File: src/rtl/enreg_rr_arbiter_if.sv
// Bus bundle between the requesters and the shared enabled-register arbiter.
// The requester side drives the request lanes and sees grant, register and status.
interface enreg_rr_arbiter_if #(
    parameter int N_REQ  = 4,
    parameter int DATA_W = 8
);
    logic [N_REQ-1:0]        req;
    logic [N_REQ-1:0]        last;
    logic [N_REQ*DATA_W-1:0] wdata;
    logic [N_REQ-1:0]        gnt;
    logic [DATA_W-1:0]       q;
    logic                    load;
    logic [2:0]              owner;
    logic                    busy;

    modport master (
        output req,
        output last,
        output wdata,
        input  gnt,
        input  q,
        input  load,
        input  owner,
        input  busy
    );

    modport slave (
        input  req,
        input  last,
        input  wdata,
        output gnt,
        output q,
        output load,
        output owner,
        output busy
    );
endinterface

File: src/rtl/enreg_rr_arbiter.sv
// Round-robin arbiter and write sequencer for one shared enabled register.
// A grant is a burst of back-to-back loads from its owner, capped at MAX_HOLD
// loads, after which ownership passes on to the next requester in rotation.
module enreg_rr_arbiter #(
    parameter int N_REQ    = 4,
    parameter int DATA_W   = 8,
    parameter int MAX_HOLD = 4
) (
    input  logic                clk_amisha,
    input  logic                reset_amisha,
    enreg_rr_arbiter_if.slave   bus
);

    localparam int HOLD_W = (MAX_HOLD > 1) ? $clog2(MAX_HOLD) : 1;
    localparam logic [HOLD_W-1:0] HOLD_LAST = HOLD_W'(MAX_HOLD - 1);
    localparam logic [2:0] OWNER_RESET = 3'(N_REQ - 1);

    typedef enum logic {
        IDLE  = 1'b0,
        GRANT = 1'b1
    } state_t;

    state_t              state;
    state_t              state_next;
    logic [N_REQ-1:0]    gnt_reg;
    logic [N_REQ-1:0]    gnt_next;
    logic [2:0]          owner_reg;
    logic [2:0]          owner_next;
    logic [2:0]          last_owner;
    logic [2:0]          last_owner_next;
    logic [HOLD_W-1:0]   hold_cnt;
    logic [HOLD_W-1:0]   hold_next;
    logic [DATA_W-1:0]   q_reg;
    logic                load_now;
    logic                owner_req;
    logic                owner_last;
    logic [DATA_W-1:0]   owner_lane;
    logic                timeout;
    logic                release_now;
    logic [N_REQ-1:0]    cand;
    logic [2:0]          pick_idx;

    // First set bit of mask scanning upward from after_idx+1 and wrapping,
    // so after_idx itself is always ranked last.
    function automatic logic [2:0] pick(input logic [N_REQ-1:0] mask,
                                        input logic [2:0] after_idx);
        logic [2:0] result;
        logic       found;
        result = '0;
        found  = 1'b0;
        for (int i = 0; i < N_REQ; i++) begin
            if (!found && mask[i] && (i > int'(after_idx))) begin
                result = 3'(i);
                found  = 1'b1;
            end
        end
        for (int i = 0; i < N_REQ; i++) begin
            if (!found && mask[i]) begin
                result = 3'(i);
                found  = 1'b1;
            end
        end
        return result;
    endfunction

    function automatic logic [N_REQ-1:0] one_hot(input logic [2:0] idx);
        logic [N_REQ-1:0] vec;
        vec = '0;
        for (int i = 0; i < N_REQ; i++) begin
            if (idx == 3'(i)) begin
                vec[i] = 1'b1;
            end
        end
        return vec;
    endfunction

    // The registered one-hot grant selects the owner's request, last marker and lane.
    always_comb begin
        owner_req  = |(bus.req & gnt_reg);
        owner_last = |(bus.last & gnt_reg);
        owner_lane = '0;
        for (int i = 0; i < N_REQ; i++) begin
            if (gnt_reg[i]) begin
                owner_lane = bus.wdata[i*DATA_W +: DATA_W];
            end
        end
    end

    // Next-state, handoff and load decision for the two-state sequencer.
    always_comb begin
        state_next      = state;
        gnt_next        = gnt_reg;
        owner_next      = owner_reg;
        last_owner_next = last_owner;
        hold_next       = hold_cnt;
        load_now        = 1'b0;
        timeout         = 1'b0;
        release_now     = 1'b0;
        cand            = '0;
        pick_idx        = '0;
        case (state)
            IDLE: begin
                if (|bus.req) begin
                    pick_idx        = pick(bus.req, last_owner);
                    state_next      = GRANT;
                    gnt_next        = one_hot(pick_idx);
                    owner_next      = pick_idx;
                    last_owner_next = pick_idx;
                    hold_next       = '0;
                end
            end
            GRANT: begin
                load_now    = owner_req;
                timeout     = owner_req && !owner_last && (hold_cnt == HOLD_LAST);
                release_now = !owner_req || owner_last || (hold_cnt == HOLD_LAST);
                if (!release_now) begin
                    hold_next = hold_cnt + 1'b1;
                end else begin
                    cand = timeout ? bus.req : (bus.req & ~gnt_reg);
                    hold_next = '0;
                    if (|cand) begin
                        pick_idx        = pick(cand, last_owner);
                        gnt_next        = one_hot(pick_idx);
                        owner_next      = pick_idx;
                        last_owner_next = pick_idx;
                    end else begin
                        state_next = IDLE;
                        gnt_next   = '0;
                    end
                end
            end
            default: begin
                state_next = IDLE;
                gnt_next   = '0;
                hold_next  = '0;
            end
        endcase
    end

    // Sequencer state, grant bookkeeping and burst counter.
    always_ff @(posedge clk_amisha or posedge reset_amisha) begin
        if (reset_amisha) begin
            state      <= IDLE;
            gnt_reg    <= '0;
            owner_reg  <= '0;
            last_owner <= OWNER_RESET;
            hold_cnt   <= '0;
        end else begin
            state      <= state_next;
            gnt_reg    <= gnt_next;
            owner_reg  <= owner_next;
            last_owner <= last_owner_next;
            hold_cnt   <= hold_next;
        end
    end

    // The shared enabled register: loads the owner's lane only when load is high.
    always_ff @(posedge clk_amisha or posedge reset_amisha) begin
        if (reset_amisha) begin
            q_reg <= '0;
        end else if (load_now) begin
            q_reg <= owner_lane;
        end
    end

    assign bus.gnt   = gnt_reg;
    assign bus.q     = q_reg;
    assign bus.load  = load_now;
    assign bus.owner = owner_reg;
    assign bus.busy  = (state == GRANT);

endmodule

File: src/flat_wrapper.sv
// flat-port wrapper written by rule: the top's interface ports become plain ports
module enreg_rr_arbiter_flat 
#(
    parameter int N_REQ    = 4,
    parameter int DATA_W   = 8,
    parameter int MAX_HOLD = 4
)
  (clk_amisha, reset_amisha, bus_req, bus_last, bus_wdata, bus_gnt, bus_q, bus_load, bus_owner, bus_busy);
  enreg_rr_arbiter_if #(.N_REQ(N_REQ), .DATA_W(DATA_W)) bus_i ();
  input  logic clk_amisha;
  input  logic reset_amisha;
  input wire logic [$bits(bus_i.req)-1:0] bus_req;
  input wire logic [$bits(bus_i.last)-1:0] bus_last;
  input wire logic [$bits(bus_i.wdata)-1:0] bus_wdata;
  output wire logic [$bits(bus_i.gnt)-1:0] bus_gnt;
  output wire logic [$bits(bus_i.q)-1:0] bus_q;
  output wire logic [$bits(bus_i.load)-1:0] bus_load;
  output wire logic [$bits(bus_i.owner)-1:0] bus_owner;
  output wire logic [$bits(bus_i.busy)-1:0] bus_busy;
  assign bus_i.req = bus_req;
  assign bus_i.last = bus_last;
  assign bus_i.wdata = bus_wdata;
  assign bus_gnt = bus_i.gnt;
  assign bus_q = bus_i.q;
  assign bus_load = bus_i.load;
  assign bus_owner = bus_i.owner;
  assign bus_busy = bus_i.busy;
  enreg_rr_arbiter #(.N_REQ(N_REQ), .DATA_W(DATA_W), .MAX_HOLD(MAX_HOLD)) u_core (.clk_amisha(clk_amisha), .reset_amisha(reset_amisha), .bus(bus_i));
endmodule
File: config.mk
export PLATFORM = sky130hd
export DESIGN_NAME = enreg_rr_arbiter_flat
export DESIGN_NICKNAME = d
export VERILOG_FILES = /design/src/rtl/enreg_rr_arbiter_if.sv /design/src/rtl/enreg_rr_arbiter.sv /design/src/flat_wrapper.sv
export SDC_FILE = /design/constraint.sdc
export NUM_CORES = 1
export LEC_CHECK = 0
export CAP_MARGIN = 20
export CORE_MARGIN = 1.5
export CORE_UTILIZATION = 42
export CTS_CLUSTER_DIAMETER = 150
export DETAILED_ROUTE_END_ITERATION = 8
export GPL_TIMING_DRIVEN = 0
export PLACE_DENSITY = 0.8
export SETUP_SLACK_MARGIN = 0.3
export SLEW_MARGIN = 10
export SYNTH_ARGS = -nofsm -noshare
export SYNTH_HDL_FRONTEND = slang
export SYNTH_SLANG_ARGS = --single-unit
export TNS_END_PERCENT = 5
File: constraint.sdc
create_clock -name clk_amisha -period 2.4 [get_ports clk_amisha]
set_clock_uncertainty 0.15 [all_clocks]
set_input_delay 0.24 -clock clk_amisha [delete_from_list [all_inputs] [get_ports clk_amisha]]
set_output_delay 0.24 -clock clk_amisha [all_outputs]
set_load 0.1 [all_outputs]
[Yosys cells after proc, flatten, opt, wreduce, memory -nomap -nowiden]
Index checks and enable logic that the tools add are counted.
Storage, ports and cells
  flip-flop bits (word level): 21
  output and inout bits: 17
Operators by class
  add/sub/neg operators: 1
  $lt $le $gt $ge: 3
  equal/unequal tests: 10
  mux-type cells: 90
  bitwise gates (word level): 5
  reduce and logical (&&, ||, !) cells: 44
Operators with widths (count)
  $mux 1: 56
  $mux 8: 4
  $mux 2: 14
  $mux 3: 8
  $logic_and 1x1->1: 20
  $mux 4: 4
  $reduce_or 4->1: 4
  $logic_not 1->1: 14
  $and 4x4->4: 3
  $eq 3x2->1 const B: 4
  $pmux 4 s2: 1
  $eq 3x1->1 const B: 2
  $gt 2x3->1 const A: 2
  $logic_not 3->1: 2
  $pmux 3 s2: 1
  $ne 2x2->1 const B: 2
  $not 4->4: 1
  $pmux 2 s2: 1
  $gt 1x3->1 const A: 1
  $reduce_and 3->1: 1
  $add 2x1->2 const B: 1
  $eq 2x2->1 const B: 1
  $logic_or 1x1->1: 2
  $ne 2x1->1 const B: 1
  other kinds (3): 3

[Logic depth before layout (Yosys ltp)]
  depth after elaboration: 54
  mapped depth: 7
  mapped depth without buffers: 7

[Worst setup path before layout]
No wires, ideal clock.
  path type: register to register
  from: reg u_core.gnt_reg[1], in the netlist u_core.bus.gnt[1]
  to: reg u_core.gnt_reg[0], in the netlist u_core.bus.gnt[0]
  setup time: 0.126 ns
  arrival time: 2.455 ns
  slack: -0.331 ns
  stages on the path, launching flop included: 7
  path buffers: 0
  clock period less this slack: 2.731 ns
  cells stage by stage: dfrtp_1 a222oi_1 a21o_1 a211oi_1 o221ai_1 and2_1 a221o_1
Between the ends
  word-level cells in the longest chain between the ends: 54
Ends and longest elaborated chain
  from (decl): line enreg_rr_arbiter.sv:25  | logic [N_REQ-1:0] gnt_reg;
  from (signal assigned): line enreg_rr_arbiter.sv:150  | gnt_reg <= gnt_next;
  $and 4x4->4: line enreg_rr_arbiter.sv:80  | owner_last = |(bus.last & gnt_reg);
  $reduce_or 4->1: line enreg_rr_arbiter.sv:80
  $logic_not 1->1: line enreg_rr_arbiter.sv:114  | timeout = owner_req && !owner_last && (hold_cnt == HOLD_LAST);
  $logic_and 1x1->1 (2 in a row): line enreg_rr_arbiter.sv:114
  $mux 4: line enreg_rr_arbiter.sv:119  | cand = timeout ? bus.req : (bus.req & ~gnt_reg);
  $logic_and 1x1->1: line enreg_rr_arbiter.sv:52  | if (!found && mask[i] && (i > int'(after_idx))) begin
  $mux 1: line enreg_rr_arbiter.sv:52
  $mux 1: line enreg_rr_arbiter.sv:121  | if (|cand) begin
  (+37 left out)
  $mux 3: line enreg_rr_arbiter.sv:121
  $mux 3: line enreg_rr_arbiter.sv:116  | if (!release_now) begin
  $mux 3: line enreg_rr_arbiter.sv:101  | case (state)
  $logic_not 3->1: line enreg_rr_arbiter.sv:70  | if (idx == 3'(i)) begin
  $mux 1: line enreg_rr_arbiter.sv:70
  $mux 4: line enreg_rr_arbiter.sv:121
  $mux 4: line enreg_rr_arbiter.sv:116
  $pmux 4 s2: line enreg_rr_arbiter.sv:101
Parallel ways exist; a longest one is shown, timed or not. The select of a mux whose other input is x is not followed.
A chain may end at the register's enable or synchronous reset.

[Worst setup path in the final report]
  from: reg u_core.gnt_reg[2], in the netlist u_core.bus.gnt[2]
  to: reg u_core.gnt_reg[2], in the netlist u_core.bus.gnt[2]
Between the ends
  word-level cells in the longest chain between the ends: 54
Ends and longest elaborated chain (line)
  $and 4x4->4: enreg_rr_arbiter.sv:80
  $reduce_or 4->1: enreg_rr_arbiter.sv:80
  $logic_not 1->1: enreg_rr_arbiter.sv:114
  $logic_and 1x1->1 (2 in a row): enreg_rr_arbiter.sv:114
  $mux 4: enreg_rr_arbiter.sv:119
  $logic_and 1x1->1: enreg_rr_arbiter.sv:52
  $mux 1: enreg_rr_arbiter.sv:52
  $mux 1: enreg_rr_arbiter.sv:121
  (+37 left out)
  $mux 3: enreg_rr_arbiter.sv:121
  $mux 3: enreg_rr_arbiter.sv:116
  $mux 3: enreg_rr_arbiter.sv:101
  $eq 3x2->1: enreg_rr_arbiter.sv:70
  $mux 1: enreg_rr_arbiter.sv:70
  $mux 4: enreg_rr_arbiter.sv:121
  $mux 4: enreg_rr_arbiter.sv:116
  $pmux 4 s2: enreg_rr_arbiter.sv:101
Parallel ways exist; a longest one is shown, timed or not. The select of a mux whose other input is x is not followed.

==> qor.yml <==
outcome: "finished clean"
rr_worst_depth: 7
drc_errors: 0
synth_top_family_by_area: "compound AO/OA/AOI/OAI gates"
wl_per_cell_um: 15.5
post-route-period-util: 0.965
cts_sinks: 19
hold_path_class: "input pin to asynchronous set/reset pin"
synthCells: 168
hold_viol: 0
port_buffers: 55
pre_cts_ws_ns: -0.997
largest_register_ff_count: 8
dp_hpwl_um: 3250
finalPower_mw: 3.07
fin_util: 0.681
finalWeightedCongestion: 0.880
async_flop_share: 1.00
placed_cells: 267
endpoint_kind: "register"
ant_nets: 0
power.density_mw_per_mm2: 1460
max-slew-margin-rel: 0.332
max_stage_delay_ns: 0.44
fin_hold_ws_ns: 0.190
synth.distinct_cells: 52
nets: 274
ys_ff_latch: 19
synth_top_area_frac: 0.311
syn_area_mm2: 0.00137
grt_first_pass_wirelength_um: 6800
cp_max_fo: 10
die_h_um: 60.1
area_growth_pct: 53.1
vias_per_cell: 5.82
synth-main-ff-cell: "dfrtp_1"
antenna_found_initial: 0
routed-via-count: 1596
htree_levels: 1
vdd_drop_max_v: 0.000950
cts-root-buf: "clkbuf_4"
dieArea_mm2: 0.00361
synthMuxAreaShare: 0
setup_viol: 0
core_mm2: 0.00308
ys_seq_area_frac: 0.349
start_kind: "register"
path_cells: "buf_2 > a221oi_4 > o211ai_1 > a211o_1 > a21oi_1 > nor3b_1 > o31a_1"
synth_fa_ha_area_frac: 0.00914
cts_tree: "built"
io_pins: 59
fin_cells: 274
postCtsHoldBufs: 0
grt_remaining_overflow: 0
drt_iter0_markers: 104
post-route-min-period_ns: 2.32
arrival_ns: 2.37
first_pass_iters: 4
drv_slew: 0
syn-num-nets: 211
path_class: "register to register"
die_w_um: 60.1
cap_violations: 0
rsz0062_at_grt: "true"
grt_max_degree: 20
nFillCells: 275
fin_ws_ns: 0.0829
grt.total_usage: 0.248
ys_top_cells_by_area: "dfrtp_1 31%, a21oi_1 5.1%, a221oi_1 5.1%"
drive_gt1_frac: 0.143
yosys.area_share.xor_xnor: 0
diodes: 0
start_util: 0.445
synth_compound_area_frac: 0.401
grt_pass1_vias: 1480
yosys.area_share.simple: 0.182
worstMarginPinSlew_ns: 0.998
worst-endpoint-required_ns: 2.45
clock_path_buffers: 2
fmax_ghz: 0.432
synthTopCellsByCount: "17 x dfrtp_1, 16 x nand2_1, 15 x nor2_1"
wl_um: 4240
avgSynthCellArea_um2: 8.15
insertion_delay_ns: 0.31
rows: 20
path_clk_slew_ns: 0.11
crit_path_top_delay_cell: "dfrtp_2"
power.leakage_nw: 0.866
yosysWarnings: 0
yosysMostFrequentCell: "dfrtp_1"
synth_top_cell_by_area: "dfrtp_1"
cts_made_buffers: 3
synth_edf_count: 0
## through the flow
step / setup TNS (ns) / area, µm²
final: 0 / 2100
after global routing: -0.135 / 2100
after CTS: 0 / 2080
after detailed placement: -3.44 / 1980
after global placement: -3.05 / 1980
after floorplan: -0.184 / 1380
## layout make-up
type | instances | area [µm²] | area share
Buffer | 10 | 53.8 | 0.0257
Clock buffer | 4 | 26.3 | 0.0125
Inverter | 9 | 33.8 | 0.0161
Multi-Input combinational cell | 130 | 866 | 0.413
Sequential cell | 19 | 487 | 0.232
Tap cell | 44 | 55.1 | 0.0263
Timing Repair Buffer | 58 | 574 | 0.274
## cell usage in the layout (no fill, tap or decap), types with 2 or more instances in the layout
cell and count:
a221o_1 3, a221oi_1 8, nor2_1 15, a21o_1 2, a22o_2 2, nand2b_1 4
inv_1 8, and2_1 2, nand2_1 16, o211ai_1 2, o21ai_0 14, clkdlybuf4s50_1 51
clkbuf_1 7, a21oi_1 14, nor4_1 2, nor3_1 10, dfstp_2 2, a31oi_1 4
dfrtp_1 12, o21a_1 2, dfrtp_2 4, dlymetal6s2s_1 2, clkbuf_4 3, buf_2 2
buf_4 5
## repair_timing
item,CTS,global route
gates resized for setup,19,5
pin swaps,2,6
endpoints found under the setup margin,28,31
buffers inserted,2,1
## per-layer routing
metal | GRT usage | part of all wire
met5 | 0 | 0
met4 | 0.111 | 0.020
met3 | 0.0411 | 0.070
met2 | 0.396 | 0.50
met1 | 0.326 | 0.41
## worst max-delay path, delay by kind of cell, from the launching register on
kind            cells  cell delay, ns
compound gates      5            1.34
buf+inv             1            0.20
flops               1            0.44
simple gates        1            0.08
## cells by family (layout without fill, tap and decap cells)
family	Yosys count	count (layout)
simple gates	54	54
compound gates	74	74
other cells	1	1
flops	19	19
buf+inv	19	81
fa+ha+maj	1	1
## final timing paths
check / startpoint / end / slack [ns]
worst max-delay path: u_core.bus.gnt[2]$_DFFE_PP0P_ / u_core.bus.gnt[2]$_DFFE_PP0P_ / 0.08
worst min-delay path: reset_amisha / u_core.bus.q[5]$_DFFE_PP0P_ / 0.19
worst max register to register: u_core.bus.gnt[2]$_DFFE_PP0P_ / u_core.bus.gnt[2]$_DFFE_PP0P_ / 0.08
worst min register to register: u_core.bus.q[4]$_DFFE_PP0P_ / u_core.bus.q[4]$_DFFE_PP0P_ / 0.35
max in group asynchronous: reset_amisha / u_core.bus.gnt[1]$_DFFE_PP0P_ / 1.39
min in group clk_amisha: u_core.bus.q[4]$_DFFE_PP0P_ / u_core.bus.q[4]$_DFFE_PP0P_ / 0.35
## where the power goes
group          switching [mW]  internal [mW]
registers               0.109          0.485
logic                    1.59          0.710
clock network           0.101         0.0650
total                    1.81           1.26
No activity file was read; power rests on OpenSTA's default activity.
